## src/rtl/mem_morpher_arbiter_if.sv

```systemverilog
// Request/response/morpher bus shared by the mem_morpher_arbiter and its requesters.
// The slave modport is the arbiter side; the master modport is the requester/morpher side.
interface mem_morpher_arbiter_if #(
  parameter int NUM_REQ = 2,
  parameter int ADDR_W  = 64,
  parameter int DATA_W  = 256
);
  logic [NUM_REQ-1:0]        req_valid;
  logic [NUM_REQ-1:0]        req_ready;
  logic [NUM_REQ*ADDR_W-1:0] req_addr;
  logic [NUM_REQ-1:0]        rsp_valid;
  logic [NUM_REQ-1:0]        rsp_ready;
  logic [DATA_W-1:0]         rsp_data;
  logic                      mm_valid;
  logic [ADDR_W-1:0]         mm_addr;
  logic [DATA_W-1:0]         mm_data;

  modport slave (
    input  req_valid, req_addr, rsp_ready, mm_data,
    output req_ready, rsp_valid, rsp_data, mm_valid, mm_addr
  );

  modport master (
    output req_valid, req_addr, rsp_ready, mm_data,
    input  req_ready, rsp_valid, rsp_data, mm_valid, mm_addr
  );
endinterface

```

## src/rtl/mem_morpher_arbiter.sv

```systemverilog
// Round-robin arbiter sharing one memory-morpher read port between NUM_REQ requesters.
// Optional grant/stall performance counters are enabled by defining MEM_MORPHER_ARB_PERF_EN.
module mem_morpher_arbiter #(
  parameter int NUM_REQ = 2,
  parameter int ADDR_W  = 64,
  parameter int DATA_W  = 256
) (
  input  logic                      clock,
  input  logic                      reset,
  mem_morpher_arbiter_if.slave      bus,
  output logic                      busy
`ifdef MEM_MORPHER_ARB_PERF_EN
  ,
  output logic [NUM_REQ*32-1:0]     perf_grants,
  output logic [31:0]               perf_stall
`endif
);

  localparam int PTR_W = $clog2(NUM_REQ);

  typedef enum logic [1:0] {
    S_IDLE  = 2'd0,
    S_ISSUE = 2'd1,
    S_RESP  = 2'd2
  } state_t;

  state_t             r_state;
  state_t             w_state_nxt;
  logic [PTR_W-1:0]   r_rr_ptr;
  logic [PTR_W-1:0]   r_owner;
  logic [ADDR_W-1:0]  r_mm_addr;
  logic [DATA_W-1:0]  r_rsp_data;
  logic               w_grant_found;
  logic [PTR_W-1:0]   w_grant_idx;
  logic [NUM_REQ-1:0] w_req_ready;
  logic [NUM_REQ-1:0] w_rsp_valid;
  logic               w_accept;
  logic [ADDR_W-1:0]  w_sel_addr;
  logic [PTR_W-1:0]   w_ptr_nxt;

  function automatic logic [PTR_W-1:0] wrap_idx(input logic [PTR_W-1:0] base, input int off);
    int s;
    s = int'(base) + off;
    if (s >= NUM_REQ) begin
      s = s - NUM_REQ;
    end else begin
      s = s;
    end
    return PTR_W'(s);
  endfunction

  // Round-robin search: first valid requester at or after r_rr_ptr.
  always_comb begin
    w_grant_found = 1'b0;
    w_grant_idx   = '0;
    for (int k = 0; k < NUM_REQ; k++) begin
      if (!w_grant_found && bus.req_valid[wrap_idx(r_rr_ptr, k)]) begin
        w_grant_found = 1'b1;
        w_grant_idx   = wrap_idx(r_rr_ptr, k);
      end else begin
        w_grant_found = w_grant_found;
      end
    end
  end

  assign w_sel_addr = bus.req_addr[w_grant_idx*ADDR_W +: ADDR_W];
  assign w_ptr_nxt  = (w_grant_idx == PTR_W'(NUM_REQ - 1)) ? '0 : w_grant_idx + PTR_W'(1);

  // Next-state and grant; a RESP handshake may grant directly (back-to-back path).
  always_comb begin
    w_state_nxt = r_state;
    w_req_ready = '0;
    w_accept    = 1'b0;
    case (r_state)
      S_IDLE: begin
        if (w_grant_found) begin
          w_accept                 = 1'b1;
          w_req_ready[w_grant_idx] = 1'b1;
          w_state_nxt              = S_ISSUE;
        end else begin
          w_state_nxt = S_IDLE;
        end
      end
      S_ISSUE: begin
        w_state_nxt = S_RESP;
      end
      S_RESP: begin
        if (bus.rsp_ready[r_owner] && w_grant_found) begin
          w_accept                 = 1'b1;
          w_req_ready[w_grant_idx] = 1'b1;
          w_state_nxt              = S_ISSUE;
        end else if (bus.rsp_ready[r_owner]) begin
          w_state_nxt = S_IDLE;
        end else begin
          w_state_nxt = S_RESP;
        end
      end
      default: begin
        w_state_nxt = S_IDLE;
      end
    endcase
  end

  // State register, grant bookkeeping and line capture.
  always_ff @(posedge clock or negedge reset) begin
    if (!reset) begin
      r_state    <= S_IDLE;
      r_rr_ptr   <= '0;
      r_owner    <= '0;
      r_mm_addr  <= '0;
      r_rsp_data <= '0;
    end else begin
      r_state <= w_state_nxt;
      if (w_accept) begin
        r_owner   <= w_grant_idx;
        r_rr_ptr  <= w_ptr_nxt;
        r_mm_addr <= {w_sel_addr[ADDR_W-1:5], 5'b00000};
      end else begin
        r_owner   <= r_owner;
        r_rr_ptr  <= r_rr_ptr;
        r_mm_addr <= r_mm_addr;
      end
      if (r_state == S_ISSUE) begin
        r_rsp_data <= bus.mm_data;
      end else begin
        r_rsp_data <= r_rsp_data;
      end
    end
  end

  // Response valid is one-hot to the owner while in RESP.
  always_comb begin
    w_rsp_valid = '0;
    if (r_state == S_RESP) begin
      w_rsp_valid[r_owner] = 1'b1;
    end else begin
      w_rsp_valid = '0;
    end
  end

  assign bus.req_ready = w_req_ready;
  assign bus.rsp_valid = w_rsp_valid;
  assign bus.rsp_data  = r_rsp_data;
  assign bus.mm_valid  = (r_state == S_ISSUE);
  assign bus.mm_addr   = r_mm_addr;
  assign busy          = (r_state != S_IDLE);

`ifdef MEM_MORPHER_ARB_PERF_EN
  logic [NUM_REQ*32-1:0] r_perf_grants;
  logic [31:0]           r_perf_stall;

  // Wrapping per-requester grant counters and a saturating stall counter.
  always_ff @(posedge clock or negedge reset) begin
    if (!reset) begin
      r_perf_grants <= '0;
      r_perf_stall  <= 32'd0;
    end else begin
      for (int i = 0; i < NUM_REQ; i++) begin
        if (w_req_ready[i]) begin
          r_perf_grants[i*32 +: 32] <= r_perf_grants[i*32 +: 32] + 32'd1;
        end else begin
          r_perf_grants[i*32 +: 32] <= r_perf_grants[i*32 +: 32];
        end
      end
      if ((|bus.req_valid) && (w_req_ready == '0) && (r_perf_stall != 32'hFFFF_FFFF)) begin
        r_perf_stall <= r_perf_stall + 32'd1;
      end else begin
        r_perf_stall <= r_perf_stall;
      end
    end
  end

  assign perf_grants = r_perf_grants;
  assign perf_stall  = r_perf_stall;
`endif

endmodule

```

## src/flat_wrapper.sv

```systemverilog
// flat-port wrapper written by rule: the top's interface ports become plain ports
module mem_morpher_arbiter_flat 
#(
  parameter int NUM_REQ = 2,
  parameter int ADDR_W  = 64,
  parameter int DATA_W  = 256
)
  (clock, reset, busy, bus_req_valid, bus_req_addr, bus_rsp_ready, bus_mm_data, bus_req_ready, bus_rsp_valid, bus_rsp_data, bus_mm_valid, bus_mm_addr);
  mem_morpher_arbiter_if #(.NUM_REQ(NUM_REQ), .ADDR_W(ADDR_W), .DATA_W(DATA_W)) bus_i ();
  input  logic clock;
  input  logic reset;
  output logic busy;
  input wire logic [$bits(bus_i.req_valid)-1:0] bus_req_valid;
  input wire logic [$bits(bus_i.req_addr)-1:0] bus_req_addr;
  input wire logic [$bits(bus_i.rsp_ready)-1:0] bus_rsp_ready;
  input wire logic [$bits(bus_i.mm_data)-1:0] bus_mm_data;
  output wire logic [$bits(bus_i.req_ready)-1:0] bus_req_ready;
  output wire logic [$bits(bus_i.rsp_valid)-1:0] bus_rsp_valid;
  output wire logic [$bits(bus_i.rsp_data)-1:0] bus_rsp_data;
  output wire logic [$bits(bus_i.mm_valid)-1:0] bus_mm_valid;
  output wire logic [$bits(bus_i.mm_addr)-1:0] bus_mm_addr;
  assign bus_i.req_valid = bus_req_valid;
  assign bus_i.req_addr = bus_req_addr;
  assign bus_i.rsp_ready = bus_rsp_ready;
  assign bus_i.mm_data = bus_mm_data;
  assign bus_req_ready = bus_i.req_ready;
  assign bus_rsp_valid = bus_i.rsp_valid;
  assign bus_rsp_data = bus_i.rsp_data;
  assign bus_mm_valid = bus_i.mm_valid;
  assign bus_mm_addr = bus_i.mm_addr;
  mem_morpher_arbiter #(.NUM_REQ(NUM_REQ), .ADDR_W(ADDR_W), .DATA_W(DATA_W)) u_core (.clock(clock), .reset(reset), .bus(bus_i), .busy(busy));
endmodule
```

## config.mk

```make
export PLATFORM = sky130hd
export DESIGN_NAME = mem_morpher_arbiter_flat
export DESIGN_NICKNAME = d
export VERILOG_FILES = /design/src/rtl/mem_morpher_arbiter_if.sv /design/src/rtl/mem_morpher_arbiter.sv /design/src/flat_wrapper.sv
export SDC_FILE = /design/constraint.sdc
export NUM_CORES = 1
export LEC_CHECK = 0
export BUFFER_PORTS_ARGS = -buffer_cell sky130_fd_sc_hd__buf_2
export CAP_MARGIN = 10
export CORE_AREA = 2 2 278 280
export DETAILED_ROUTE_END_ITERATION = 6
export DIE_AREA = 0 0 280 282
export SLEW_MARGIN = 10
export SYNTH_ARGS = -nofsm -noshare
export SYNTH_HDL_FRONTEND = slang
export SYNTH_SLANG_ARGS = --single-unit
```

## constraint.sdc

```tcl
create_clock -name clock -period 5.75 [get_ports clock]
set_input_delay 1.725 -clock clock [delete_from_list [all_inputs] [get_ports clock]]
set_output_delay 1.725 -clock clock [all_outputs]
set_load 0.01 [all_outputs]
```

==> results of run 1 <==
## metrics by stage
stage                     hold WS [ns]  setup slack, ns
after floorplan                  0.453             1.40
after global placement           0.467             1.17
after detailed placement         0.475             1.19
after CTS                        0.490             1.17
after global routing             0.511             1.15
final                            0.487             1.21
## worst min-delay path by stage
stage | start | to | depth (start not counted)
6_report | u_core.bus.rsp_data[190] | u_core.bus.rsp_data[190] | 1
5_1_grt | u_core.bus.rsp_data[54] | u_core.bus.rsp_data[54] | 1
4_1_cts | u_core.bus.rsp_data[190] | u_core.bus.rsp_data[190] | 1
3_5_place_dp | u_core.bus.rsp_data[190] | u_core.bus.rsp_data[190] | 1
3_3_place_gp | u_core.bus.rsp_data[190] | u_core.bus.rsp_data[190] | 1
2_1_floorplan | u_core.r_rr_ptr | u_core.r_rr_ptr | 1
## layer usage
layer,share of wire,GRT usage,vias to the layer above
met5,0.00032,0,-
met4,0.027,0.0302,2
met3,0.095,0.0334,56
met2,0.52,0.158,453
met1,0.36,0.0910,4422
li1,-,-,4301
## layout by cell type, fill, tap and decap left out, types with 2 or more instances in the layout
cell and instances:
conb_1 5, mux2_1 2, a21oi_1 61, nor3b_1 2, buf_12 4, buf_4 7
clkinvlp_4 3, mux2_2 254, inv_1 3, bufinv_16 2, clkbuf_1 13, inv_6 3
dfrtp_1 319, clkbuf_8 8, mux2i_1 60, buf_2 699, clkbuf_16 37, nor2_1 61
## cells by family (layout without fill, tap and decap cells)
group	Yosys count	in the layout
compound gates	66	66
other cells	1	5
buf+inv	57	782
simple gates	67	67
mux	316	316
flops	319	319
## critical path: stages
cell      delay, ns
buf_2          0.08
mux2i_1        0.14
a211oi_4       0.28
and2_1         0.37
buf_2          0.21
## power groups by stage
stage                     Clock, W  Combinational, W  Sequential, W
after floorplan                  0           0.00200        0.00454
after global placement           0           0.00433        0.00399
after detailed placement         0           0.00437        0.00402
after CTS                  0.00247           0.00437        0.00400
after global routing       0.00254           0.00466        0.00413
final                      0.00236           0.00428        0.00399
## state kept, by name, indices dropped and copies added (netlist names)
signal               cells
u_core.r_rr_ptr          1
u_core.bus.mm_addr      59
u_core.r_state           2
u_core.bus.rsp_data    256
u_core.r_owner           1
## final cells by class
type / instances / area, sq um
repair buffers: 711 / 3650
clock inverters: 10 / 134
multi-input cells: 454 / 4140
inverters: 3 / 11.3
clock buffers: 58 / 1080
fillers: 8079 / 57500
flip-flops and latches: 319 / 7980
well taps: 978 / 1220
==> results_dict.tcl, run 1 <==
set metrics [dict create \
    drc 0 \
    yosys.area_share.simple 0.0215 \
    cp.required_ns 4.03 \
    worstSetupEndpoint "bus_req_ready[0]" \
    rows 101 \
    comb_power_share 0.403 \
    crit_path_start "bus_rsp_ready[1]" \
    pwr-share-clk 0.222 \
    p_int_w 0.00695 \
    avgViaCountPerCell 3.65 \
    leakagePower_nw 8.73 \
    outcome "completed" \
    netlist_area_sq_mm 0.0124 \
    min_path_type "register to register" \
    syn_area_per_cell_sq_um 15.0 \
    synth_compound_area_frac 0.0276 \
    rsz0062_at_grt "no" \
    dp.cells 2465 \
    die_area_sq_mm 0.0790 \
    clock_skew_ns 0.0160 \
    post-route-period-util 0.790 \
    slew_viol_final 0 \
    cp.arrival_ns 2.82 \
    worstSetupStartpointType "primary input" \
    final_cells 2533 \
    seqPwrFrac 0.375 \
    synthAdderAreaFrac 0 \
    r2r_slack_ns 2.93 \
    path_clk_slew_ns 0.06 \
    yosysUniqueCellTypes 21 \
    first_global_vias 9377 \
    tightestPinTransition_ns 1.02 \
    grt_max_degree 138 \
    hold_violations 0 \
    maxCapViolations 0 \
    synthTopCellsByCount "dfrtp_1, mux2_2, a21oi_1, nor2_1, mux2i_1" \
    setup_tns_ns 0 \
    antenna_found_initial 2 \
    clkLatencyLatePin_ns 0.55 \
    num_vias 9234 \
    fp.dieH_um 282 \
    synth_most_common_cell "dfrtp_1" \
    synth_top_area_cell "dfrtp_1" \
    nets 1916 \
    place_hpwl_mm 28.3 \
    ys.flop_type "dfrtp_1" \
    drt_first_pass_iters 4 \
    netSwitchingPower_w 0.00368 \
    synth_top_family_by_area "multiplexers" \
    drt_wl_total_mm 37.0 \
    final_util 0.241 \
    synth_mux_area_frac 0.281 \
    port_buffers 700 \
    ys_ff_latch 319 \
    grt_use_total 0.0868 \
    synth_area_leaders "dfrtp_1, mux2_2, mux2i_1" \
    synthXorXnorAreaFrac 0 \
    insertedDiodeCount 0 \
    dieWidth_um 280 \
    ios 716 \
    fin_total_pwr_w 0.0106 \
    htreeDepth 2 \
    cts_buffers 37 \
    cts_setup_buffers 0 \
    finalSetupViolCount 0 \
    power_density_mw_per_mm2 583 \
    critPathCaptureType "output port" \
    cts_hold_buf 0 \
    crit_type "primary input to output port" \
    clock-sinks 319 \
    timing.fmax_mhz 220 \
    crit_fanout 3 \
    min_period_ns 4.54 \
    synth_top_area_frac 0.643 \
    r2r_cells 4 \
    wl_per_cell_um 14.6 \
    ir_worst_vdd_mv 0.318 \
    synth_edf_count 0 \
    syn_inst 826 \
    placed_area_sq_mm 0.0170 \
    syn_to_final_growth_pct 46.8 \
    reg2reg_to "u_core.bus.rsp_data[96]" \
    r2r-start "u_core.r_state[0]" \
    cts_tree "done" \
    synthArstFlopShare 1.00 \
    seq_area_frac_synth 0.643 \
    gp_congestion 0.748 \
    overflow 0 \
    yosys_warnings 0 \
    core_sq_mm 0.0757 \
    drive_above_1_share 0.659 \
    post_cts_resized 0 \
    max-slew-margin-rel 0.317 \
    start_util 0.164 \
    ant_nets 0 \
    final_area_sq_mm 0.0182 \
    grt_pass1_wl_mm 53.4 \
    switching_share 0.346 \
    cts_root_buffer "clkbuf_16" \
    drtIter0Drc 261 \
    cts_max_path_buffers 3 \
]
Power figures use the tool's default switching activity.
==> run 2, diff against run 1 <==
--- a/config.mk
+++ b/config.mk
@@ -5,11 +5,12 @@
 export SDC_FILE = /design/constraint.sdc
 export NUM_CORES = 1
 export LEC_CHECK = 0
+export ABC_AREA = 1
 export BUFFER_PORTS_ARGS = -buffer_cell sky130_fd_sc_hd__buf_2
 export CAP_MARGIN = 10
-export CORE_AREA = 2 2 278 280
+export CORE_AREA = 2 2 277 279
 export DETAILED_ROUTE_END_ITERATION = 6
-export DIE_AREA = 0 0 280 282
+export DIE_AREA = 0 0 279 281
 export SLEW_MARGIN = 10
 export SYNTH_ARGS = -nofsm -noshare
 export SYNTH_HDL_FRONTEND = slang
==> constraint.sdc (replaced) <==
create_clock -name clock -period 4.1 [get_ports clock]
set_input_delay 1.23 -clock clock [delete_from_list [all_inputs] [get_ports clock]]
set_output_delay 1.23 -clock clock [all_outputs]
set_load 0.01 [all_outputs]
==> run 2 against run 1 <==
Compared with the run above: via count up 35%; non-clock buffer count up 13; flip-flop and latch count unchanged; routed wire length up 27%; combinational power up 52%; critical path depth up 3; final area up 3.2%; synthesized cell count up 90%; count of clock-buffer cells in the layout down 3; power up 45%; critical endpoint unchanged; highest routed layer unchanged.
==> results_dict.tcl, run 2 <==
set metrics [dict create \
    yosysUniqueCellTypes 20 \
    antenna_found_initial 10 \
    avgViaCountPerCell 3.85 \
    yosys_warnings 0 \
    first_global_vias 12000 \
    cp.arrival_ns 2.05 \
    synthArstFlopShare 1.00 \
    ys_ff_latch 319 \
    post-route-period-util 0.799 \
    busiest_layer "met2" \
    htreeDepth 2 \
    crit_fanout 15 \
    layout_common_cells "nand2_1, buf_2, dfrtp_1" \
    met3_usage 0.0369 \
    outcome "completed" \
    critical_path.cell_chain "buf_2, inv_1, nand2_1, nand3_1, nand2_4, nand3_1, inv_1, buf_2" \
    synthXorXnorAreaFrac 0 \
    maxCapViolations 0 \
    nets 2630 \
    min_period_ns 3.28 \
    synth_area_leaders "dfrtp_1, nand2_1, nand3_1" \
    cts_buffers 37 \
    slew_viol_final 0 \
    dp.cells 3179 \
    cp.required_ns 2.87 \
    core_sq_mm 0.0754 \
    rsz0062_at_grt "no" \
    yosys.area_share.simple 0.345 \
    hold_violations 0 \
    synth_top_family_by_area "simple AND/OR/NAND/NOR gates" \
    drtIter0Drc 623 \
    grt_use_met2 0.192 \
    grt_use_total 0.114 \
    netlist_area_sq_mm 0.0131 \
    power_density_mw_per_mm2 819 \
    cts_max_path_buffers 3 \
    timing.fmax_mhz 305 \
    crit_family "simple AND/OR/NAND/NOR gates" \
    cts_root_buffer "clkbuf_16" \
    ant_nets 0 \
    cts_setup_buffers 0 \
    holdWs_ns 0.462 \
    grt_pass1_wl_mm 69.7 \
    overflow 0 \
    tightestPinTransition_ns 0.800 \
    seq_area_frac_synth 0.608 \
    syn_inst 1571 \
    fillers 8310 \
    cp_slowest_cell "nand2_4" \
    num_vias 12500 \
    ir_worst_vdd_mv 0.484 \
    setup_tns_ns 0 \
    wl_per_cell_um 14.5 \
    clock-sinks 319 \
    cts_tree "done" \
    clkLatencyLatePin_ns 0.54 \
    synth_compound_area_frac 0.000381 \
    worstSetupStartpointType "primary input" \
    max_stage_delay_ns 0.18 \
    drive_above_1_share 0.354 \
    synthAdderAreaFrac 0 \
    clock_skew_ns 0.0168 \
    die_area_sq_mm 0.0784 \
    final_cells 3247 \
    synth_top_area_frac 0.608 \
    critPathCaptureType "output port" \
    fp.dieH_um 281 \
    final_common_cell "nand2_1" \
    synth_edf_count 0 \
    drt_wl_total_mm 47.0 \
    place_hpwl_mm 34.9 \
    port_buffers 700 \
    cts_hold_buf 0 \
    ys.flop_type "dfrtp_1" \
    start_util 0.174 \
    grt_max_degree 142 \
    post_cts_resized 0 \
    gp_congestion 0.822 \
    synth_top_area_cell "dfrtp_1" \
    crit_type "primary input to output port" \
    min_path_type "register to register" \
    synthTopCellsByCount "nand2_1, dfrtp_1, nand3_1" \
    syn_area_per_cell_sq_um 8.35 \
    synth_most_common_cell "nand2_1" \
    finalSetupViolCount 0 \
    dieWidth_um 279 \
    ios 716 \
    max-slew-margin-rel 0.467 \
    synth_mux_area_frac 0 \
    path_buf_inv 4 \
    drt_first_pass_iters 5 \
    grt_use_met1 0.129 \
    rows 101 \
    syn_to_final_growth_pct 43.3 \
    drc 0 \
    largest_reg_flops 256 \
    leakagePower_nw 10.9 \
    path_clk_slew_ns 0.06 \
]
run 2: metal layers:
layer  vias to the layer above  share of wire
li1                       6138              -
met1                      5636           0.39
met2                       598           0.48
met3                       112          0.088
met4                        10          0.046
met5                         -         0.0012
run 2: logic make-up (layout without fill, tap and decap cells):
family | count (synthesis) | in the layout
simple gates | 1143 | 1143
flops | 319 | 319
buf+inv | 107 | 798
other cells | 1 | 8
compound gates | 1 | 1
run 2: final cells by class:
type	instances	area [sq um]	share of cell area
multi-input cells	1149	4550	0.242
repair buffers	724	3760	0.200
diodes	3	7.51	0.000399
well taps	978	1220	0.0651
clock inverters	10	92.6	0.00493
clock buffers	55	1150	0.0610
flip-flops and latches	319	7980	0.425
inverters	9	41.3	0.00220
run 2: metrics by stage:
step	total power, W	instance area (sq um)	utilization	setup slack, ns
final	0.0154	18800	0.249	0.824
after floorplan	0.00939	13100	-	0.929
after global routing	0.0167	18800	0.249	0.738
after detailed placement	0.0122	17600	0.233	0.821
after CTS	0.0157	18800	0.249	0.816
after global placement	0.0121	17600	0.233	0.811
run 2: where the power goes:
part | switching (W) | leakage [nW] | total [W] | internal [W]
clock network | 0.00135 | 0.612 | 0.00335 | 0.00200
logic | 0.00426 | 6.38 | 0.00650 | 0.00225
registers | 0.000813 | 3.92 | 0.00554 | 0.00473
run 2: tightest hold or removal path: stages (launching register included):
cell and delay [ns]:
dfrtp_1 0.34, nand2_1 0.05, nand2_1 0.04
run 2: final timing paths:
check,startpoint,to,slack (ns),depth (start not counted)
max,bus_rsp_ready[1],bus_req_ready[0],0.82,8
min,u_core.bus.rsp_data[39],u_core.bus.rsp_data[39],0.46,2
max reg2reg,u_core.r_state[1],u_core.bus.mm_addr[6],1.83,6
min reg2reg,u_core.bus.rsp_data[39],u_core.bus.rsp_data[39],0.46,2
max in group asynchronous,reset,u_core.bus.rsp_data[74],2.49,3
min in group asynchronous,reset,u_core.bus.rsp_data[2],0.72,1
